### config.mk
export PLATFORM = sky130hd
export DESIGN_NAME = complex_exec_unit
export DESIGN_NICKNAME = d
export VERILOG_FILES = /design/src/rtl/complex_pkg.sv /design/src/rtl/complex_divider.sv /design/src/rtl/complex_exec_unit.sv
export SDC_FILE = /design/constraint.sdc
export NUM_CORES = 1
export LEC_CHECK = 0
export CAP_MARGIN = 20
export CELL_PAD_IN_SITES_DETAIL_PLACEMENT = 0
export CELL_PAD_IN_SITES_GLOBAL_PLACEMENT = 1
export CORE_MARGIN = 5
export CORE_UTILIZATION = 49
export CTS_BUF_LIST = sky130_fd_sc_hd__clkbuf_16
export CTS_CLUSTER_DIAMETER = 100
export DETAILED_ROUTE_END_ITERATION = 7
export PLACE_DENSITY_LB_ADDON = 0.1
export SYNTH_ARGS = -nofsm -noshare
export SYNTH_HDL_FRONTEND = slang
export SYNTH_SLANG_ARGS = --single-unit
### constraint.sdc
create_clock -name clk -period 22.1 [get_ports clk]
set_clock_uncertainty 0.1 [all_clocks]
set_input_delay 3.315 -clock clk [delete_from_list [all_inputs] [get_ports clk]]
set_output_delay 3.315 -clock clk [all_outputs]
set_load 0.02 [all_outputs]
### src/rtl/complex_pkg.sv
// complex_pkg: shared encodings, FSM states and types for the complex execution unit.
package complex_pkg;

    // Decoded alu_op encodings for complex ops (complex=1).
    localparam logic [4:0] OP_ADD   = 5'b10011;
    localparam logic [4:0] OP_SUB   = 5'b10100;
    localparam logic [4:0] OP_MUL   = 5'b10101;
    localparam logic [4:0] OP_DIV   = 5'b10110;
    localparam logic [4:0] OP_RSV17 = 5'b10111;
    localparam logic [4:0] OP_CONJ  = 5'b11000;
    localparam logic [4:0] OP_CMP   = 5'b11001;
    localparam logic [4:0] OP_RSV1A = 5'b11010;
    localparam logic [4:0] OP_RSV1B = 5'b11011;
    localparam logic [4:0] OP_RSV1C = 5'b11100;
    localparam logic [4:0] OP_RSV1D = 5'b11101;
    localparam logic [4:0] OP_RSV1E = 5'b11110;

    // Cycles spent on the shared multiplier by MUL and by the DIV pre-products.
    localparam int unsigned MUL_CYCLES  = 4;
    localparam int unsigned DMUL_CYCLES = 6;

    localparam int unsigned CPLX_DW = 16;

    typedef struct packed {
        logic signed [CPLX_DW-1:0] re;
        logic signed [CPLX_DW-1:0] im;
    } cplx_t;

    typedef enum logic [2:0] {
        StIdle,
        StMul,
        StDmul,
        StDprep,
        StDiter,
        StDone
    } cstate_e;

    // Build a packed complex word from its two halves.
    function automatic cplx_t cplx_pack(input logic signed [CPLX_DW-1:0] re,
                                        input logic signed [CPLX_DW-1:0] im);
        cplx_t c;
        c.re = re;
        c.im = im;
        return c;
    endfunction

endpackage

### src/rtl/complex_divider.sv
// complex_divider: two-lane restoring divider (|num| / den per lane, sign reapplied,
// truncation toward zero). Only built when COMPLEX_DIV_EN is defined.
// done is combinational in the last iteration cycle and quo_* carry the final quotient then.
`ifdef COMPLEX_DIV_EN
module complex_divider
    import complex_pkg::*;
#(
    parameter int unsigned DW    = 16,
    parameter int unsigned ITERS = 33
) (
    input  logic                  clk,
    input  logic                  rst_n,
    input  logic                  start,
    input  logic signed [2*DW+1:0] num_re,
    input  logic signed [2*DW+1:0] num_im,
    input  logic [2*DW:0]         den,
    output logic                  done,
    output logic [DW-1:0]         quo_re,
    output logic [DW-1:0]         quo_im
);
    localparam int unsigned NW   = 2 * DW + 2;
    localparam int unsigned DENW = 2 * DW + 1;
    localparam int unsigned QW   = ITERS;
    localparam int unsigned CW   = $clog2(ITERS);

    logic [QW-1:0]   qre_q, qim_q, qre_d, qim_d;
    logic [QW-1:0]   rre_q, rim_q, rre_d, rim_d;
    logic [DENW-1:0] den_q;
    logic            neg_re_q, neg_im_q;
    logic [CW-1:0]   cnt_q;
    logic            run_q;
    logic [NW-1:0]   mag_re, mag_im;

    // One restoring step: shift in the next dividend bit, subtract if it fits.
    function automatic logic [2*QW-1:0] div_step(input logic [QW-1:0]   rem,
                                                 input logic [QW-1:0]   quo,
                                                 input logic [DENW-1:0] dv);
        logic [QW:0] trial;
        logic [QW:0] dext;
        trial = {rem, quo[QW-1]};
        dext = '0;
        dext[DENW-1:0] = dv;
        if (trial >= dext) begin
            return {QW'(trial - dext), quo[QW-2:0], 1'b1};
        end
        return {QW'(trial), quo[QW-2:0], 1'b0};
    endfunction

    assign mag_re = num_re[NW-1] ? -num_re : num_re;
    assign mag_im = num_im[NW-1] ? -num_im : num_im;

    // Next remainder/quotient for both lanes.
    always_comb begin
        {rre_d, qre_d} = div_step(rre_q, qre_q, den_q);
        {rim_d, qim_d} = div_step(rim_q, qim_q, den_q);
    end

    assign done   = run_q && (cnt_q == CW'(ITERS - 1));
    assign quo_re = DW'(neg_re_q ? -qre_d : qre_d);
    assign quo_im = DW'(neg_im_q ? -qim_d : qim_d);

    // Load on start, then iterate until the last step has been taken.
    always_ff @(posedge clk) begin
        if (!rst_n) begin
            qre_q    <= '0;
            qim_q    <= '0;
            rre_q    <= '0;
            rim_q    <= '0;
            den_q    <= '0;
            neg_re_q <= 1'b0;
            neg_im_q <= 1'b0;
            cnt_q    <= '0;
            run_q    <= 1'b0;
        end else if (start) begin
            qre_q    <= QW'(mag_re);
            qim_q    <= QW'(mag_im);
            rre_q    <= '0;
            rim_q    <= '0;
            den_q    <= den;
            neg_re_q <= num_re[NW-1];
            neg_im_q <= num_im[NW-1];
            cnt_q    <= '0;
            run_q    <= 1'b1;
        end else if (run_q) begin
            qre_q <= qre_d;
            qim_q <= qim_d;
            rre_q <= rre_d;
            rim_q <= rim_d;
            cnt_q <= cnt_q + 1'b1;
            if (done) begin
                run_q <= 1'b0;
            end
        end
    end

endmodule
`endif

### src/rtl/complex_exec_unit.sv
// complex_exec_unit: EX-stage unit for packed complex ops {re, im}.
// ADD/SUB/CONJ/CMP finish in one cycle; MUL uses one shared DWxDW multiplier over
// four cycles. COMPLEX_DIV_EN adds the DIV path (pre-products, prep, iterative divider);
// without it DIV behaves like an unsupported op.
module complex_exec_unit
    import complex_pkg::*;
#(
    parameter int unsigned DW        = 16,
    parameter int unsigned DIV_ITERS = 33
) (
    input  logic            clk,
    input  logic            rst_n,
    input  logic            start,
    input  logic [4:0]      alu_op,
    input  logic [2*DW-1:0] op_a,
    input  logic [2*DW-1:0] op_b,
    input  logic [4:0]      dst,
    output logic [2*DW-1:0] result,
    output logic [4:0]      result_dst,
    output logic            result_valid,
    output logic            div_by_zero,
    output logic            busy,
    output logic            hazard_stall
);
    localparam int unsigned PW = 2 * DW;
`ifdef COMPLEX_DIV_EN
    localparam int unsigned NPROD = DMUL_CYCLES;
`else
    localparam int unsigned NPROD = MUL_CYCLES - 1;
`endif
    localparam logic [PW-1:0] CMP_TRUE = PW'(1) << DW;

    if (DIV_ITERS < 2 * DW + 1) begin : g_iters_chk
        $error("DIV_ITERS must be at least 2*DW+1");
    end

    cstate_e              state_q, state_d;
    logic [2:0]           cnt_q, cnt_d;
    logic signed [DW-1:0] a_q, b_q, c_q, d_q, a_d, b_d, c_d, d_d;
    logic signed [PW-1:0] prod_q [NPROD];
    logic signed [PW-1:0] prod_d [NPROD];
    logic [PW-1:0]        result_q, result_d;
    logic [4:0]           dst_q, dst_d;
    logic                 valid_q, valid_d, dbz_q, dbz_d;
    logic signed [DW-1:0] mul_x, mul_y;
    logic signed [PW-1:0] mul_p;
    logic [DW-1:0]        in_a, in_b, in_c, in_d;

    assign in_a = op_a[PW-1:DW];
    assign in_b = op_a[DW-1:0];
    assign in_c = op_b[PW-1:DW];
    assign in_d = op_b[DW-1:0];

`ifdef COMPLEX_DIV_EN
    logic signed [PW+1:0] num_re, num_im;
    logic [PW:0]          den;
    logic                 div_start, div_done;
    logic [DW-1:0]        quo_re, quo_im;

    // Nr = ac + bd, Ni = bc - ad, D = cc + dd
    assign num_re = {{2{prod_q[0][PW-1]}}, prod_q[0]} + {{2{prod_q[1][PW-1]}}, prod_q[1]};
    assign num_im = {{2{prod_q[2][PW-1]}}, prod_q[2]} - {{2{prod_q[3][PW-1]}}, prod_q[3]};
    assign den    = {1'b0, prod_q[4]} + {1'b0, prod_q[5]};
    assign div_start = (state_q == StDprep);

    complex_divider #(
        .DW    (DW),
        .ITERS (DIV_ITERS)
    ) u_divider (
        .clk    (clk),
        .rst_n  (rst_n),
        .start  (div_start),
        .num_re (num_re),
        .num_im (num_im),
        .den    (den),
        .done   (div_done),
        .quo_re (quo_re),
        .quo_im (quo_im)
    );
`endif

    // Shared multiplier operand select: MUL order ac, bd, ad, bc; DIV order ac, bd, bc, ad, cc, dd.
    always_comb begin
        mul_x = a_q;
        mul_y = c_q;
        if (state_q == StMul) begin
            case (cnt_q)
                3'd1:    begin mul_x = b_q; mul_y = d_q; end
                3'd2:    begin mul_x = a_q; mul_y = d_q; end
                3'd3:    begin mul_x = b_q; mul_y = c_q; end
                default: begin mul_x = a_q; mul_y = c_q; end
            endcase
`ifdef COMPLEX_DIV_EN
        end else if (state_q == StDmul) begin
            case (cnt_q)
                3'd1:    begin mul_x = b_q; mul_y = d_q; end
                3'd2:    begin mul_x = b_q; mul_y = c_q; end
                3'd3:    begin mul_x = a_q; mul_y = d_q; end
                3'd4:    begin mul_x = c_q; mul_y = c_q; end
                3'd5:    begin mul_x = d_q; mul_y = d_q; end
                default: begin mul_x = a_q; mul_y = c_q; end
            endcase
`endif
        end
    end

    assign mul_p = mul_x * mul_y;

    // FSM next state plus next values of the operand, product and result registers.
    always_comb begin
        state_d  = state_q;
        cnt_d    = cnt_q;
        a_d      = a_q;
        b_d      = b_q;
        c_d      = c_q;
        d_d      = d_q;
        prod_d   = prod_q;
        result_d = result_q;
        dst_d    = dst_q;
        valid_d  = 1'b0;
        dbz_d    = 1'b0;
        case (state_q)
            StIdle: begin
                if (start) begin
                    a_d   = in_a;
                    b_d   = in_b;
                    c_d   = in_c;
                    d_d   = in_d;
                    dst_d = dst;
                    cnt_d = '0;
                    case (alu_op)
                        OP_ADD: begin
                            result_d = {in_a + in_c, in_b + in_d};
                            valid_d  = 1'b1;
                        end
                        OP_SUB: begin
                            result_d = {in_a - in_c, in_b - in_d};
                            valid_d  = 1'b1;
                        end
                        OP_CONJ: begin
                            result_d = {in_a, -in_b};
                            valid_d  = 1'b1;
                        end
                        OP_CMP: begin
                            result_d = (op_a == op_b) ? CMP_TRUE : '0;
                            valid_d  = 1'b1;
                        end
                        OP_MUL: state_d = StMul;
`ifdef COMPLEX_DIV_EN
                        OP_DIV: begin
                            if (op_b == '0) begin
                                result_d = '0;
                                dbz_d    = 1'b1;
                                valid_d  = 1'b1;
                            end else begin
                                state_d = StDmul;
                            end
                        end
`endif
                        default: begin
                            result_d = '0;
                            valid_d  = 1'b1;
                        end
                    endcase
                end
            end
            StMul: begin
                for (int i = 0; i < NPROD; i++) begin
                    if (cnt_q == 3'(i)) prod_d[i] = mul_p;
                end
                cnt_d = cnt_q + 3'd1;
                // Last product (bc) is used straight off the multiplier.
                if (cnt_q == 3'(MUL_CYCLES - 1)) begin
                    result_d = {DW'(prod_q[0] - prod_q[1]), DW'(prod_q[2] + mul_p)};
                    valid_d  = 1'b1;
                    state_d  = StDone;
                end
            end
`ifdef COMPLEX_DIV_EN
            StDmul: begin
                for (int i = 0; i < NPROD; i++) begin
                    if (cnt_q == 3'(i)) prod_d[i] = mul_p;
                end
                cnt_d = cnt_q + 3'd1;
                if (cnt_q == 3'(DMUL_CYCLES - 1)) state_d = StDprep;
            end
            StDprep: state_d = StDiter;
            StDiter: begin
                if (div_done) begin
                    result_d = {quo_re, quo_im};
                    valid_d  = 1'b1;
                    state_d  = StDone;
                end
            end
`endif
            StDone:  state_d = StIdle;
            default: state_d = StIdle;
        endcase
    end

    // State and datapath registers with synchronous reset.
    always_ff @(posedge clk) begin
        if (!rst_n) begin
            state_q  <= StIdle;
            cnt_q    <= '0;
            a_q      <= '0;
            b_q      <= '0;
            c_q      <= '0;
            d_q      <= '0;
            for (int i = 0; i < NPROD; i++) prod_q[i] <= '0;
            result_q <= '0;
            dst_q    <= '0;
            valid_q  <= 1'b0;
            dbz_q    <= 1'b0;
        end else begin
            state_q  <= state_d;
            cnt_q    <= cnt_d;
            a_q      <= a_d;
            b_q      <= b_d;
            c_q      <= c_d;
            d_q      <= d_d;
            prod_q   <= prod_d;
            result_q <= result_d;
            dst_q    <= dst_d;
            valid_q  <= valid_d;
            dbz_q    <= dbz_d;
        end
    end

    assign result       = result_q;
    assign result_dst   = dst_q;
    assign result_valid = valid_q;
    assign div_by_zero  = dbz_q;
    assign busy         = (state_q != StIdle);
    assign hazard_stall = busy;

endmodule
==> results by stage <==
Status:
- The flow ran to the end, and the final reports show no timing, DRC or antenna violations.

Route:
- The initial detailed-routing violation count is about 860.
- The vias after detailed routing is 12770.
- The routed wirelength normalized by instance count is roughly 21 um.
- The total iterations of the first detailed-routing run is 5.
- In the routed design, unresolved DRC markers number 0.
- After detailed routing, the total wire length is 48310 um.
- Once detail routing completed, the nets flagged for antenna violations numbered 0.
- The via-per-instance ratio is 5.596.

CTS:
- Clock-pin slew was measured on the worst setup and hold paths at 0.08 ns.
- The total clock buffers created by CTS is 17.
- The number of H-tree branching levels is 4.
- The number of setup buffers added after CTS is 0.
- The clock net sink count is 155.
- The maximum count of clock buffers along a single path is 2.
- The number of buffers inserted by hold repair at cts is 0.
- The library cell used as clock root buffer is clkbuf_16.
- After clock tree synthesis, the repair step resized 0 gates.
- The TritonCTS clock tree is done.
- The later pin in the worst-skew pair is clocked with a latency of 0.45 ns.

Pwr:
- The completed layout was analyzed and its total power is 0.8520 mW.
- The power per cell area is 51.34 mW/mm^2.
- Summed over all cells, the static leakage comes to 7.026 nW.
- The worst-case IR drop observed on VDD is 0.06799 mV.

Placement:
- The HPWL after detailed placement is around 38000 um.
- In this run the tool buffered the top-level ports with 116 buffer cells.
- The final weighted congestion of routability-driven global placement is between 0.9 and 1.

STA:
- The final count of hold timing violations is 0.
- For the pin with the worst max-slew slack, the measured transition is 1.117 ns.
- The relative slew slack is 23.40%.
- Of the available clock period, the critical path in the final layout requires 39.82%.
- The count of final max-slew check failures was 0.
- For the final routed database, the setup TNS stands at 0 ns.
- The final critical delay including setup and external delays is 8.801 ns.
- Setup violations remaining at the end of the flow were counted as 0.
- Derived from the worst setup path, the maximum achievable clock frequency is roughly 0.11 GHz.
- Setup repair after global routing left no endpoint under its margin.

Worst setup path:
- The worst setup path is captured at a flip-flop.
- The maximum fanout encountered on the critical timing path is 22.
- The most common cell type on the critical path is fa_1.
- The classification of the worst setup path is flip-flop to flip-flop.
- For this design, the slowest cell found on the critical path is mux2i_1.
- For this run, the slowest stage of the critical path takes 0.97 ns.
- STA puts the critical path data required time at 22.34 ns.
- The kind of start point of the critical path is a flip-flop.
- The data arrival time of the critical path is between 9 and 10 ns.

Final layout:
- Across the whole layout, storage elements account for 0.003103 sq mm.
- 0 antenna diodes ended up in the layout.
- The total area of multi-input combinational cells is 0.01044 sq mm.
- The most common library cell in the layout ignoring fill and taps is nand2_1.
- The top cell types in the final layout, fill and taps aside, are nand2_1 (314), inv_1 (175), nor2_1 (163), dfxtp_1 (155), ha_1 (130).
- The area overhead of the layout relative to synthesis is 13.89%.
- In the final layout, the share of cells above drive strength 1 is 4.810%.
- The final core utilization is 56.29%.
- The net count of the finished layout is 2169.
- The layout has 2888 filler cells.

Yosys:
- The count of flip-flops with a built-in enable after synthesis is 0.
- The sequential-to-total area share from yosys stat is 21.30%.
- The number of nets in the synthesized netlist is 2107.
- The number of warnings issued by yosys is 0.
- In this run, synthesis produced a sequential element count of 155.
- Yosys mapped the design onto 67 distinct sky130hd cell types.
- In this run the cell area of the synthesized design comes to 0.01457 sq mm.
- After synthesis, the share of flip-flops with an asynchronous set or reset is 0%.
- Averaged over all synthesized cells, the footprint is 8.019 sq um.
- After technology mapping, the gate count stands at 1817.
- The dominant synthesized flop cell is dfxtp_1.

Floorplan:
- The core region is 0.02948 sq mm.
- For this design the top-level I/O count stands at approximately 120.
- The floorplan step defined a die boundary enclosing 0.03328 sq mm.
- The initial utilization of the core area, before any placement, comes to 49.42%.
- The number of core rows is 63.
- From bottom edge to top edge, the die measures 182.4 um.
- The die outline width is approximately 180 um.

Global routing:
- After global routing the overflow that remains totals 0.
- The global-route usage over all layers is 28.53%.
- The first global-routing pass estimated 72750 um of wire.
- The largest net degree at the start of global routing is 98.
- The number of global-route vias before repair is 12610.
- The number of antenna violations at the first check in global routing is 1.

Job:
- The max-capacitance violation count is 0.

Min path:
- The type of the tightest min-delay check is flip-flop to flip-flop.
## logic make-up after synthesis
logic type,after synthesis,synth area share (%)
muxes,51,3.942
adders and majority gates,213,22.57
buffers and inverters,262,7.188
other,1,0.02574
and+or+nand+nor,617,18.21
xor gates and xnor gates,155,9.506
AOI/OAI and AO/OA,363,17.27
DFF,155,21.30
## sequential cells by signal (all words and copies together), names as in the netlist
register      count
a_q              16
b_q              16
c_q              16
cnt_q             3
d_q              16
prod_q           48
result           32
result_dst        5
result_valid      1
state_q           2
## critical path, delay by kind of cell (launching register included)
family / cells / cell delay, ns
simple gates: 4 / 0.90
flops: 1 / 0.44
fa+ha+maj: 8 / 3.68
buf+inv: 6 / 0.65
xor+xnor: 2 / 0.50
mux: 1 / 0.97
compound gates: 7 / 1.44
## Yosys cell counts, types with 6 or more instances
master / instances / area (sq um)
o211a_1: 21 / 210.2
or3_1: 9 / 56.30
nand3_1: 19 / 95.09
inv_1: 174 / 653.1
xor2_1: 34 / 297.8
a21o_1: 14 / 105.1
and2_1: 10 / 62.56
a21oi_1: 69 / 345.3
mux2i_1: 28 / 280.3
o31ai_1: 7 / 52.55
nor3_1: 21 / 105.1
o21bai_1: 7 / 52.55
fa_1: 83 / 1662
a21boi_0: 120 / 900.9
nor4_1: 11 / 68.82
nor2_1: 163 / 611.8
o21ai_0: 53 / 265.3
xnor2_1: 119 / 1042
nand2_1: 315 / 1182
dfxtp_1: 155 / 3103
ha_1: 130 / 1627
a22oi_1: 17 / 127.6
buf_1: 10 / 37.54
clkbuf_1: 70 / 262.8
mux2_2: 16 / 180.2
o221ai_1: 12 / 105.1
o211ai_1: 8 / 60.06
or2_2: 9 / 56.30
a31oi_1: 6 / 37.54
nand4_1: 8 / 50.05
nor2b_1: 15 / 93.84
nand2b_1: 11 / 68.82
## metal layers
metal / part of all wire [%] / global-route usage [%] / wire length (um)
met1: 42 / 35.71 / 20190
met2: 47 / 47.07 / 22680
met3: 7.0 / 6.996 / 3380
met4: 4.2 / 12.04 / 2037
met5: 0.027 / 0 / 13
## cell type report
type,count,area share (%)
inverters,174,3.936
repair buffers,131,7.661
multi-input cells,1400,62.92
clock buffers,17,2.564
flip-flops and latches,155,18.70
well taps,390,2.941
clock inverters,15,1.274
## final timing paths
path | slack [ns] | start | cells past startpoint | to
setup reg to reg | 13.30 | state_q[0] | 28 | result[15]
hold reg to reg | 0.36 | prod_q[42] | 2 | prod_q[42]
setup / recovery | 13.30 | state_q[0] | 28 | result[15]
hold / removal | 0.36 | prod_q[42] | 2 | prod_q[42]
## report_power, final
| group | switching (mW) | total (mW) | internal (mW) |
|---|---|---|---|
| clock | 0.136 | 0.327 | 0.192 |
| sequential | 0.00764 | 0.298 | 0.290 |
| combinational | 0.137 | 0.227 | 0.0898 |
## metrics by stage
stage | instance area, sq um | setup WS (ns) | hold WS [ns] | std cells
after global routing | 16590 | 12.85 | 0.3892 | 2282
after floorplan | 14570 | 14.23 | 0.3428 | 1817
after global placement | 15960 | 13.51 | 0.3518 | 2250
final | 16590 | 13.30 | 0.3639 | 2282
after detailed placement | 15960 | 13.39 | 0.3583 | 2250
after CTS | 16590 | 13.35 | 0.3676 | 2282
No activity file was read; power rests on OpenSTA's default activity.
